**src/rtl/pipe_pkg.sv**
```systemverilog
`default_nettype none
// ============================================================================
// Module   : pipe_pkg (package)
// Purpose  : Shared definitions for the instruction-memory loader: loader
//            state encoding, bytes-per-word and the default memory size,
//            plus the big-endian byte shift helper used by the packer.
// Revision : 1.0 - initial release
// ============================================================================
package pipe_pkg;

  typedef enum logic [1:0] {
    ST_IDLE  = 2'd0,
    ST_LOAD  = 2'd1,
    ST_CHECK = 2'd2,
    ST_DONE  = 2'd3
  } loader_state_e;

  localparam int BYTES_PER_WORD    = 4;
  localparam int DEFAULT_MEM_BYTES = 256;

  // Big-endian packing: earlier bytes migrate toward [31:24].
  function automatic logic [31:0] shift_in_byte(input logic [31:0] word,
                                                input logic [7:0]  byte_in);
    return {word[23:0], byte_in};
  endfunction

endpackage
`default_nettype wire

```
**src/rtl/byte_packer.sv**
```systemverilog
`default_nettype none
// ============================================================================
// Module   : byte_packer
// Purpose  : 32-bit shift register plus 2-bit byte counter. Packs four
//            accepted bytes into a big-endian word.
// Ports    : clk, rst_n        - clock, async active-low reset
//            clr_i             - synchronous clear of the byte counter
//            byte_valid_i      - a byte is accepted this cycle
//            byte_i[7:0]       - byte data
//            word_o[31:0]      - word including the byte accepted this cycle
//            word_ready_o      - combinational pulse: this byte completes a word
// Revision : 1.0 - initial release
// ============================================================================
module byte_packer
  import pipe_pkg::*;
(
  input  logic        clk,
  input  logic        rst_n,
  input  logic        clr_i,
  input  logic        byte_valid_i,
  input  logic [7:0]  byte_i,
  output logic [31:0] word_o,
  output logic        word_ready_o
);

  localparam logic [1:0] LAST_BYTE = 2'(BYTES_PER_WORD - 1);

  logic [31:0] shift_q, shift_d;
  logic [1:0]  cnt_q,   cnt_d;

  always_comb begin
    shift_d      = shift_q;
    cnt_d        = cnt_q;
    word_ready_o = 1'b0;
    if (clr_i) begin
      cnt_d = 2'd0;
    end else if (byte_valid_i) begin
      shift_d      = shift_in_byte(shift_q, byte_i);
      cnt_d        = cnt_q + 2'd1;   // wraps to 0 after the 4th byte
      word_ready_o = (cnt_q == LAST_BYTE);
    end
  end

  // Exposing the next value lets the loader register the word on the same
  // edge that accepts its final byte.
  assign word_o = shift_d;

  always_ff @(posedge clk or negedge rst_n) begin
    if (!rst_n) begin
      shift_q <= '0;
      cnt_q   <= '0;
    end else begin
      shift_q <= shift_d;
      cnt_q   <= cnt_d;
    end
  end

endmodule
`default_nettype wire

```
**src/rtl/inst_mem_loader.sv**
```systemverilog
`default_nettype none
// ============================================================================
// Module   : inst_mem_loader
// Purpose  : Writer side of the big-endian instruction memory. Packs a byte
//            stream into 32-bit words, issues one-cycle word writes and
//            stalls the CPU while a program is loading.
// Config   : LOADER_CHECKSUM_EN - when defined, a trailing XOR checksum byte
//            is checked after the last word (err on mismatch).
// Ports    : clk, rst_n               - clock, async active-low reset
//            start_i, len_words_i     - begin a load of len_words_i words
//            in_valid_i, in_data_i    - byte stream in
//            in_ready_o               - byte accepted when valid & ready
//            wr_en_o, wr_addr_o,
//            wr_data_o                - memory word-write port
//            cpu_stall_o              - hold fetch/PC while loading
//            busy_o, done_o, err_o    - status
// Revision : 1.0 - initial release
// ============================================================================
module inst_mem_loader
  import pipe_pkg::*;
#(
  parameter int          MEM_BYTES = DEFAULT_MEM_BYTES,
  parameter logic [31:0] BASE_ADDR = 32'h0,
  parameter int          CNT_W     = 7
) (
  input  logic             clk,
  input  logic             rst_n,
  input  logic             start_i,
  input  logic [CNT_W-1:0] len_words_i,
  input  logic             in_valid_i,
  input  logic [7:0]       in_data_i,
  output logic             in_ready_o,
  output logic             wr_en_o,
  output logic [31:0]      wr_addr_o,
  output logic [31:0]      wr_data_o,
  output logic             cpu_stall_o,
  output logic             busy_o,
  output logic             done_o,
  output logic             err_o
);

  localparam logic [CNT_W-1:0] MAX_WORDS = CNT_W'(MEM_BYTES / BYTES_PER_WORD);

  loader_state_e    state_q;
  logic [CNT_W-1:0] words_total_q;
  logic [CNT_W-1:0] word_idx_q;
  logic             wr_en_q;
  logic [31:0]      wr_addr_q;
  logic [31:0]      wr_data_q;
  logic             in_ready_q;
  logic             busy_q;
  logic             done_q;
  logic             cpu_stall_q;

  logic             w_accept;
  logic             w_load_byte;
  logic             w_start_ok;
  logic [CNT_W-1:0] w_len_clamped;
  logic             w_last_word;
  logic [31:0]      w_word;
  logic             w_word_ready;

  assign w_accept      = in_valid_i & in_ready_q;
  assign w_load_byte   = w_accept & (state_q == ST_LOAD);
  assign w_start_ok    = start_i & ((state_q == ST_IDLE) | (state_q == ST_DONE));
  assign w_len_clamped = (len_words_i > MAX_WORDS) ? MAX_WORDS : len_words_i;
  assign w_last_word   = ((word_idx_q + CNT_W'(1)) == words_total_q);

  byte_packer u_packer (
    .clk          (clk),
    .rst_n        (rst_n),
    .clr_i        (w_start_ok),
    .byte_valid_i (w_load_byte),
    .byte_i       (in_data_i),
    .word_o       (w_word),
    .word_ready_o (w_word_ready)
  );

`ifdef LOADER_CHECKSUM_EN
  logic [7:0] csum_q;
  logic       err_q;
`endif

  always_ff @(posedge clk or negedge rst_n) begin
    if (!rst_n) begin
      state_q       <= ST_IDLE;
      words_total_q <= '0;
      word_idx_q    <= '0;
      wr_en_q       <= 1'b0;
      wr_addr_q     <= '0;
      wr_data_q     <= '0;
      in_ready_q    <= 1'b0;
      busy_q        <= 1'b0;
      done_q        <= 1'b0;
      cpu_stall_q   <= 1'b0;
`ifdef LOADER_CHECKSUM_EN
      csum_q        <= '0;
      err_q         <= 1'b0;
`endif
    end else begin
      wr_en_q     <= 1'b0;
      // Stall tracks busy unless a branch below also has a write in flight.
      cpu_stall_q <= busy_q;

      case (state_q)
        ST_IDLE, ST_DONE: begin
          if (w_start_ok) begin
            words_total_q <= w_len_clamped;
            word_idx_q    <= '0;
`ifdef LOADER_CHECKSUM_EN
            csum_q        <= '0;
            err_q         <= 1'b0;
`endif
            if (w_len_clamped == '0) begin
              // Empty load: no bytes taken, no stall, done next cycle.
              state_q     <= ST_DONE;
              done_q      <= 1'b1;
              busy_q      <= 1'b0;
              in_ready_q  <= 1'b0;
              cpu_stall_q <= 1'b0;
            end else begin
              state_q     <= ST_LOAD;
              done_q      <= 1'b0;
              busy_q      <= 1'b1;
              in_ready_q  <= 1'b1;
              cpu_stall_q <= 1'b1;
            end
          end
        end

        ST_LOAD: begin
`ifdef LOADER_CHECKSUM_EN
          if (w_load_byte) begin
            csum_q <= csum_q ^ in_data_i;
          end
`endif
          if (w_word_ready) begin
            wr_en_q    <= 1'b1;
            wr_addr_q  <= BASE_ADDR + 32'({word_idx_q, 2'b00});
            wr_data_q  <= w_word;
            word_idx_q <= word_idx_q + CNT_W'(1);
            if (w_last_word) begin
`ifdef LOADER_CHECKSUM_EN
              state_q     <= ST_CHECK;
`else
              // Leave LOAD on the same edge that raises the final wr_en;
              // stall covers that write cycle only.
              state_q     <= ST_DONE;
              busy_q      <= 1'b0;
              in_ready_q  <= 1'b0;
              done_q      <= 1'b1;
              cpu_stall_q <= 1'b1;
`endif
            end
          end
        end

`ifdef LOADER_CHECKSUM_EN
        ST_CHECK: begin
          if (w_accept) begin
            err_q       <= (in_data_i != csum_q);
            state_q     <= ST_DONE;
            done_q      <= 1'b1;
            busy_q      <= 1'b0;
            in_ready_q  <= 1'b0;
            cpu_stall_q <= 1'b0;
          end
        end
`endif

        default: begin
          state_q <= ST_IDLE;
        end
      endcase
    end
  end

  assign in_ready_o  = in_ready_q;
  assign wr_en_o     = wr_en_q;
  assign wr_addr_o   = wr_addr_q;
  assign wr_data_o   = wr_data_q;
  assign cpu_stall_o = cpu_stall_q;
  assign busy_o      = busy_q;
  assign done_o      = done_q;
`ifdef LOADER_CHECKSUM_EN
  assign err_o       = err_q;
`else
  assign err_o       = 1'b0;
`endif

endmodule
`default_nettype wire
```
**config.mk**
```make
export PLATFORM = sky130hd
export DESIGN_NAME = inst_mem_loader
export DESIGN_NICKNAME = d
export VERILOG_FILES = /design/src/rtl/pipe_pkg.sv /design/src/rtl/byte_packer.sv /design/src/rtl/inst_mem_loader.sv
export SDC_FILE = /design/constraint.sdc
export NUM_CORES = 1
export LEC_CHECK = 0
export ABC_AREA = 1
export BUFFER_PORTS_ARGS = -buffer_cell sky130_fd_sc_hd__buf_2
export CAP_MARGIN = 20
export CELL_PAD_IN_SITES_DETAIL_PLACEMENT = 1
export CELL_PAD_IN_SITES_GLOBAL_PLACEMENT = 1
export CORE_MARGIN = 1.5
export CORE_UTILIZATION = 40
export DETAILED_ROUTE_END_ITERATION = 6
export HOLD_SLACK_MARGIN = 0.08
export PLACE_DENSITY = 0.79
export SYNTH_ARGS = -nofsm -noshare
export SYNTH_HDL_FRONTEND = slang
export SYNTH_HIERARCHICAL = 1
export SYNTH_SLANG_ARGS = --single-unit
```
**constraint.sdc**
```tcl
create_clock -name clk -period 2.4 [get_ports clk]
set_clock_uncertainty 0.05 [all_clocks]
set_input_delay 0.12 -clock clk [delete_from_list [all_inputs] [get_ports clk]]
set_output_delay 0.12 -clock clk [all_outputs]
set_load 0.005 [all_outputs]
```
Word-level counts from Yosys, hierarchy flattened
Index checks and enable logic that the tools add are counted.
Word-level totals
  flip-flop bits (word level): 94
  input bits: 19
  output and inout bits: 70
  logic and storage cells: 69
Cells by class
  $add $sub $neg: 2
  order comparisons: 1
  eq/ne operators: 7
  muxes and demuxes: 32
  bitwise logic cells: 4
  reduce and logical (&&, ||, !) cells: 11
Operators with widths (number)
  $mux 32: 2
  $mux 7: 3
  $mux 1: 15
  $pmux 7 s2: 1
  $mux 2: 6
  $reduce_and 3->1: 3
  $pmux 1 s2: 4
  $add 7x1->7 const B: 1
  $eq 7x7->1: 1
  $gt 7x7->1 const B: 1
  $logic_not 7->1: 1
  $eq 2x2->1 const B: 2
  $ne 2x1->1 const B: 2
  $pmux 2 s2: 1
  $reduce_and 2->1: 2
  $reduce_and 4->1: 1
  $reduce_bool 2->1: 2
  $and 1x1->1: 3
  $add 2x1->2 const B: 1
  $eq 2x1->1 const B: 1
  $logic_not 2->1: 1
  $ne 2x2->1 const B: 1
  $reduce_or 2->1: 1
  $or 1x1->1: 1

Longest topological paths before layout
  depth in word-level cells: 6
  depth in mapped cells: 14
  mapped depth without buffers: 14

By module
The synthesis kept the hierarchy.
By module, submodules not included
  inst_mem_loader: times used 1, cells each 354, area each 2834.0 um^2, seq. area each 1501.4 um^2
  byte_packer: times used 1, cells each 153, area each 1406.3 um^2, seq. area each 850.8 um^2

Worst setup path after synthesis
No wires, ideal clock.
  path type: register to register
  start: reg state_q[1]
  end: reg word_idx_q[0]
  setup time: 0.076 ns
  arrival: 2.040 ns
  required time: 2.274 ns
  path slack: 0.233 ns
  stages on the path, launching flop included: 15
  buffers on the path: 3
  clock period less this slack: 2.167 ns
  cell sequence: dfrtp_1 -> inv_1 -> ha_1 -> inv_2 -> nor2_1 -> buf_6 -> buf_4 -> nand2_1 -> nor2_1 -> or2_1 -> o21ai_2 -> nor2_1 -> buf_2 -> nand3_1 -> o21ai_1
On the way
  cells in the longest elaborated chain, start to end: 6
  elaborated cells between the ends (all ways): 14
  those cells by class: eq/ne: 4; mux: 3; bitwise: 3; reduce/logical: 4
Ends and longest elaborated chain
  start: declaration: RTL line inst_mem_loader.sv:44  | loader_state_e state_q;
  start signal: assignment: RTL line inst_mem_loader.sv:86  | state_q <= ST_IDLE;
  start signal: assignment: RTL line inst_mem_loader.sv:116  | state_q <= ST_DONE;
  start signal: assignment: RTL line inst_mem_loader.sv:122  | state_q <= ST_LOAD;
  $eq 2x1->1: RTL line inst_mem_loader.sv:64  | assign w_load_byte = w_accept & (state_q == ST_LOAD);
  $and 1x1->1: RTL line inst_mem_loader.sv:64
  net w_load_byte: RTL line inst_mem_loader.sv:56  | logic w_load_byte;
  $mux 1: RTL line byte_packer.sv:37  | end else if (byte_valid_i) begin
  $mux 1: RTL line byte_packer.sv:35  | if (clr_i) begin
  net w_word_ready: RTL line inst_mem_loader.sv:61  | logic w_word_ready;
  $ne 2x1->1 (no source line)
  $reduce_and 3->1 (no source line)
  end signal: assignment: RTL line inst_mem_loader.sv:141  | word_idx_q <= word_idx_q + CNT_W'(1);
  end: declaration: RTL line inst_mem_loader.sv:46  | logic [CNT_W-1:0] word_idx_q;
The timed path passes the listed nets, and every way through them passes these cells.
A chain may end at the register's enable or synchronous reset.

Worst setup path after layout
  start: reg state_q[0]
  end: reg wr_data_q[11], in the netlist wr_data_o[11]
On the way
  elaborated cells between the ends (all ways): 11
  those cells by class: eq/ne: 2; mux: 4; bitwise: 3; reduce/logical: 2
RTL lines
  $eq 2x1->1, or another cell as far along: RTL line inst_mem_loader.sv:64
  $and 1x1->1 or $or 1x1->1 (tied branches): RTL line inst_mem_loader.sv:64, inst_mem_loader.sv:65
  $mux 32 or $and 1x1->1 (tied branches): RTL line byte_packer.sv:37, inst_mem_loader.sv:65
  $mux 32 *: RTL line byte_packer.sv:35
  net w_word[11]: RTL line inst_mem_loader.sv:60  | logic [31:0] w_word;
  end signal: assignment: RTL line inst_mem_loader.sv:140  | wr_data_q <= w_word;
  end: declaration: RTL line inst_mem_loader.sv:49  | logic [31:0] wr_data_q;
Mark *: on every way through the listed nets, which the timed path passes. The rest lies on a longest branch.

==> flow_summary.html <==
<table>
<tr><th>Metric</th><th>Value</th></tr>
<tr><th colspan="2">Status</th></tr>
<tr><td>Run status</td><td>finished, final reports clean</td></tr>
<tr><th colspan="2">Power and ir drop</th></tr>
<tr><td>Reported leakage power</td><td>0.002822 uW</td></tr>
<tr><td>Maximum vdd drop</td><td>340.3 uV</td></tr>
<tr><td>Tot Pwr</td><td>4602 uW</td></tr>
<tr><td>Areal power density over the cells</td><td>932.3 nW/um2</td></tr>
<tr><th colspan="2">Clock network</th></tr>
<tr><td>Cts repair resizes</td><td>0</td></tr>
<tr><td>CTS tree</td><td>yes</td></tr>
<tr><td>Clock sink count</td><td>94</td></tr>
<tr><td>Clk pin slew, worst setup/hold paths</td><td>0.10 ns</td></tr>
<tr><td>Num CTS Buffers</td><td>9</td></tr>
<tr><td># H-tree levels</td><td>3</td></tr>
<tr><td># hold bufs at CTS</td><td>18</td></tr>
<tr><td>Clock latency reported for the late side of the worst-skew pair</td><td>0.36 ns</td></tr>
<tr><td>Maximum clock path buffer count</td><td>2</td></tr>
<tr><td>Root Buffer Master</td><td>sky130_fd_sc_hd__clkbuf_8</td></tr>
<tr><td>Post CTS Setup Buffer Count</td><td>0</td></tr>
<tr><th colspan="2">Placed design</th></tr>
<tr><td>Half-perimeter wire length after detailed placement</td><td>7.089 mm</td></tr>
<tr><td>Worst setup timing slack at the placement stage</td><td>0.2526 ns</td></tr>
<tr><td>Count of buffers from port buffering</td><td>62</td></tr>
<tr><td>Routability Congestion</td><td>0.8249</td></tr>
<tr><td>Instance area after placement</td><td>4583 um2</td></tr>
<tr><th colspan="2">Critical path</th></tr>
<tr><td>Capturing instance or port of the critical path</td><td>wr_data_o[11]</td></tr>
<tr><td>Element type at the critical path end</td><td>flop</td></tr>
<tr><td>Worst Setup Path Type</td><td>reg2reg</td></tr>
<tr><td>CP arrival</td><td>2.44 ns</td></tr>
<tr><td>Reg2Reg Launch Point</td><td>state_q[0]</td></tr>
<tr><td>Reg-to-reg endpoint</td><td>wr_data_o[11]</td></tr>
<tr><td>Reg2Reg Depth</td><td>11</td></tr>
<tr><td>Critical path depth</td><td>11</td></tr>
<tr><td>Worst-path cell chain</td><td>inv_1 &gt; ha_1 &gt; nand2_1 &gt; inv_1 &gt; buf_4 &gt; inv_2 &gt; buf_4 &gt; nand3_1 &gt; nand2_1 &gt; nand2_1 &gt; nand2_1</td></tr>
<tr><td>Crit-path slowest cell</td><td>sky130_fd_sc_hd__dfrtp_1</td></tr>
<tr><td>Critical Path Start</td><td>state_q[0]</td></tr>
<tr><td>Cell type group with the largest total delay on the critical path</td><td>buffers and inverters</td></tr>
<tr><td>Maximum fanout along the worst path</td><td>34</td></tr>
<tr><td>Biggest cell delay along the critical path</td><td>0.38 ns</td></tr>
<tr><td>Buffering stage count on the worst path with inverters included</td><td>5</td></tr>
<tr><td>Worst path required time</td><td>2.65 ns</td></tr>
<tr><td>Register-to-register path setup slack</td><td>0.21 ns</td></tr>
<tr><td>Cell seen most often among critical-path stages</td><td>sky130_fd_sc_hd__nand2_1</td></tr>
<tr><td>Worst Setup Start Kind</td><td>flop</td></tr>
<tr><th colspan="2">Detailed routing</th></tr>
<tr><td>Avg Vias per Cell</td><td>4.720</td></tr>
<tr><td>Total length of routed wires</td><td>10.42 mm</td></tr>
<tr><td>Average routed wire per standard cell</td><td>14.32 um</td></tr>
<tr><td>Antenna violation net count after detailed routing</td><td>0</td></tr>
<tr><td>Violation count after the first detailed-route iteration</td><td>157</td></tr>
<tr><td>First-pass iteration count of the detailed router</td><td>4</td></tr>
<tr><td>Number of vias after detailed routing</td><td>3436</td></tr>
<tr><td>DRC violation count after routing</td><td>0</td></tr>
<tr><th colspan="2">Timing</th></tr>
<tr><td>Setup repair after global routing missed its margin</td><td>false</td></tr>
<tr><td>Period Utilization, post-route</td><td>91.25%</td></tr>
<tr><td>Maximum clock frequency</td><td>456.6 MHz</td></tr>
<tr><td>Final setup violation count</td><td>0</td></tr>
<tr><td>Fin Setup TNS</td><td>0 ns</td></tr>
<tr><td>Slew headroom</td><td>40.89%</td></tr>
<tr><td>Slew at the pin closest to its max-slew limit</td><td>0.8867 ns</td></tr>
<tr><td>Endpoints failing hold</td><td>0</td></tr>
<tr><td>Post-route minimum period</td><td>2.190 ns</td></tr>
<tr><td>Least setup slack across all paths after layout</td><td>0.2099 ns</td></tr>
<tr><td>Number of pins with negative max-slew slack in the final report</td><td>0</td></tr>
<tr><th colspan="2">Global route</th></tr>
<tr><td>Number of antenna violations at the first check in global routing</td><td>0</td></tr>
<tr><td>Pin count of the biggest net entering global routing</td><td>71</td></tr>
<tr><td>First-pass GRT wire length</td><td>17.73 mm</td></tr>
<tr><td>Via count of the first global-routing pass</td><td>3636</td></tr>
<tr><td>Total congestion overflow</td><td>0</td></tr>
<tr><td>GRT Resource Usage Total</td><td>20.09%</td></tr>
<tr><th colspan="2">Layout</th></tr>
<tr><td>Area of all placed cells without fillers</td><td>4936 um2</td></tr>
<tr><td>Multi-input combinational cell area</td><td>1540 um2</td></tr>
<tr><td>Fill cell total of the finished layout</td><td>1282</td></tr>
<tr><td>Area growth, synth to finish</td><td>16.41%</td></tr>
<tr><td>Final standard cell utilization of the core</td><td>47.81%</td></tr>
<tr><td>Reg area</td><td>2352 um2</td></tr>
<tr><td># nets final</td><td>610</td></tr>
<tr><td>Diodes inserted</td><td>0</td></tr>
<tr><td>Fraction of layout instances using a drive strength above 1</td><td>16.89%</td></tr>
<tr><th colspan="2">Synth</th></tr>
<tr><td>Adder-Cell Fraction of Synth Area</td><td>1.180%</td></tr>
<tr><td>Combinational family with the most area after synthesis</td><td>simple AND/OR/NAND/NOR gates</td></tr>
<tr><td>Cell type with the highest aggregate area in the netlist</td><td>sky130_fd_sc_hd__dfrtp_1</td></tr>
<tr><td>Synth warnings</td><td>6</td></tr>
<tr><td>Area share of the largest cell type after synthesis</td><td>55.47%</td></tr>
<tr><td>Simple-gate share of the synthesized area</td><td>29.45%</td></tr>
<tr><td>Seq/Total Area, Yosys</td><td>55.47%</td></tr>
<tr><td>Synthesized area</td><td>4240 um2</td></tr>
<tr><td>Cells taking the most area after synthesis</td><td>sky130_fd_sc_hd__dfrtp_1, sky130_fd_sc_hd__nand2_1, sky130_fd_sc_hd__nand3_1, sky130_fd_sc_hd__buf_4, sky130_fd_sc_hd__inv_1</td></tr>
<tr><td>Yosys cell types</td><td>25</td></tr>
<tr><td>Fraction of the mapped netlist area in compound gates</td><td>3.334%</td></tr>
<tr><td>Post-Syn Area per Cell</td><td>8.364 um2</td></tr>
<tr><td>Synthesized instance count</td><td>507</td></tr>
<tr><td>Total of flip-flops plus latches after synthesis</td><td>94</td></tr>
<tr><td>Multiplexer fraction of the synthesized cell area</td><td>0%</td></tr>
<tr><td>Fraction of synthesized cell area in xor and xnor cells</td><td>0%</td></tr>
<tr><th colspan="2">Floorplan</th></tr>
<tr><td>Area inside the core boundary</td><td>10320 um2</td></tr>
<tr><td>Floorplan die height</td><td>106.0 um</td></tr>
<tr><td>Die X</td><td>106.0 um</td></tr>
<tr><td>Site Rows</td><td>37</td></tr>
<tr><td>Starting utilization of the core area</td><td>41.07%</td></tr>
<tr><td>Die Footprint</td><td>11230 um2</td></tr>
<tr><td>I/O pin cnt</td><td>89</td></tr>
<tr><th colspan="2">Hold path</th></tr>
<tr><td>Class of the most critical hold timing path</td><td>in2reg</td></tr>
<tr><th colspan="2">Job</th></tr>
<tr><td>Max-Cap Viols</td><td>0</td></tr>
</table>
==> cell usage in the layout, fill, tap and decap left out, drive strengths merged <==
cell type | synthesis | routed
dfrtp | 94 | 94
inv | 31 | 32
nand3 | 54 | 54
clkbuf | 9 | 9
dlygate4sd3 | 0 | 18
nor2 | 16 | 16
nand2 | 232 | 232
clkinv | 1 | 6
or2 | 1 | 1
conb | 1 | 26
ha | 4 | 4
o22ai | 6 | 6
buf | 37 | 72
nand4 | 1 | 1
a21oi | 4 | 4
clkinvlp | 0 | 1
o21ai | 16 | 16
==> sequential cells by signal, summed over array words and instances, names as in the netlist <==
| signal | count |
|---|---|
| in_ready_o | 1 |
| wr_en_o | 1 |
| cpu_stall_o | 1 |
| words_total_q | 7 |
| u_packer/shift_q | 32 |
| word_idx_q | 7 |
| done_o | 1 |
| state_q | 2 |
| busy_o | 1 |
| wr_data_o | 32 |
| u_packer/cnt_q | 2 |
| wr_addr_o | 7 |
==> worst register-to-register path, cell delays in order, from the launching register on <==
cell                      delay [ns]
sky130_fd_sc_hd__dfrtp_1        0.38
sky130_fd_sc_hd__inv_1          0.06
sky130_fd_sc_hd__ha_1           0.35
sky130_fd_sc_hd__nand2_1        0.17
sky130_fd_sc_hd__inv_1          0.08
sky130_fd_sc_hd__buf_4          0.18
sky130_fd_sc_hd__inv_2          0.08
sky130_fd_sc_hd__buf_4          0.34
sky130_fd_sc_hd__nand3_1        0.21
sky130_fd_sc_hd__nand2_1        0.13
sky130_fd_sc_hd__nand2_1        0.05
sky130_fd_sc_hd__nand2_1        0.06
==> cells in the mapped netlist <==
cell type                  instances
sky130_fd_sc_hd__o21ai_1           1
sky130_fd_sc_hd__nand3_1          54
sky130_fd_sc_hd__dfrtp_1          94
sky130_fd_sc_hd__clkbuf_4          2
sky130_fd_sc_hd__o21ai_2           1
sky130_fd_sc_hd__buf_4            29
sky130_fd_sc_hd__buf_2             4
sky130_fd_sc_hd__inv_1            29
sky130_fd_sc_hd__nor2_1           14
sky130_fd_sc_hd__nand2_2           4
sky130_fd_sc_hd__inv_2             2
sky130_fd_sc_hd__buf_6             4
sky130_fd_sc_hd__clkinv_1          1
sky130_fd_sc_hd__nand2_4           2
sky130_fd_sc_hd__or2_1             1
sky130_fd_sc_hd__nand4_1           1
sky130_fd_sc_hd__o21ai_0          14
sky130_fd_sc_hd__o22ai_1           6
sky130_fd_sc_hd__ha_1              4
sky130_fd_sc_hd__conb_1            1
sky130_fd_sc_hd__nor2_4            1
sky130_fd_sc_hd__a21oi_1           4
sky130_fd_sc_hd__clkbuf_1          7
sky130_fd_sc_hd__nor2_2            1
sky130_fd_sc_hd__nand2_1         226
==> how the worst min path moves through the flow <==
stage | startpoint | end | slack (ns) | cells after the start
after floorplan | rst_n | busy_o | -0.23 | 0
after global placement | rst_n | word_idx_q[6] | 0.24 | 1
after detailed placement | rst_n | word_idx_q[6] | 0.26 | 1
after CTS | start_i | words_total_q[6] | 0.09 | 3
after global routing | start_i | words_total_q[6] | 0.11 | 3
final | start_i | words_total_q[6] | 0.10 | 3
==> per-layer routing <==
metal	vias up	GRT usage (%)	routed length [um]
met5	-	0	0
met4	0	5.792	142
met3	10	3.372	317
met2	59	35.06	5268
met1	1681	25.71	4694
li1	1686	-	-
==> where the power goes <==
part	internal (uW)	switching, uW	leakage, uW	total, uW
sequential	1930	204	0.00127	2140
combinational	498	1000	0.00147	1500
clock	379	583	0.0000894	962
==> cell type report <==
cell class / count / area share (%)
sequential: 94 / 47.66
multi-input combinational: 360 / 31.20
timing repair buffer: 90 / 11.76
tap: 136 / 3.447
clock buffer: 9 / 2.510
inverter: 32 / 2.433
clock inverter: 7 / 0.9886
==> per-stage QoR <==
step	std cells	hold WS, ns
after global routing	728	0.1099
after CTS	728	0.09258
after detailed placement	694	0.2551
final	728	0.1023
after global placement	694	0.2393
after floorplan	532	-0.2256
==> logic make-up after synthesis <==
kind of cell / after synthesis
flops: 94
simple gates: 304
buf+inv: 78
other cells: 1
fa+ha+maj: 4
compound gates: 26
No activity file was read; power rests on OpenSTA's default activity.
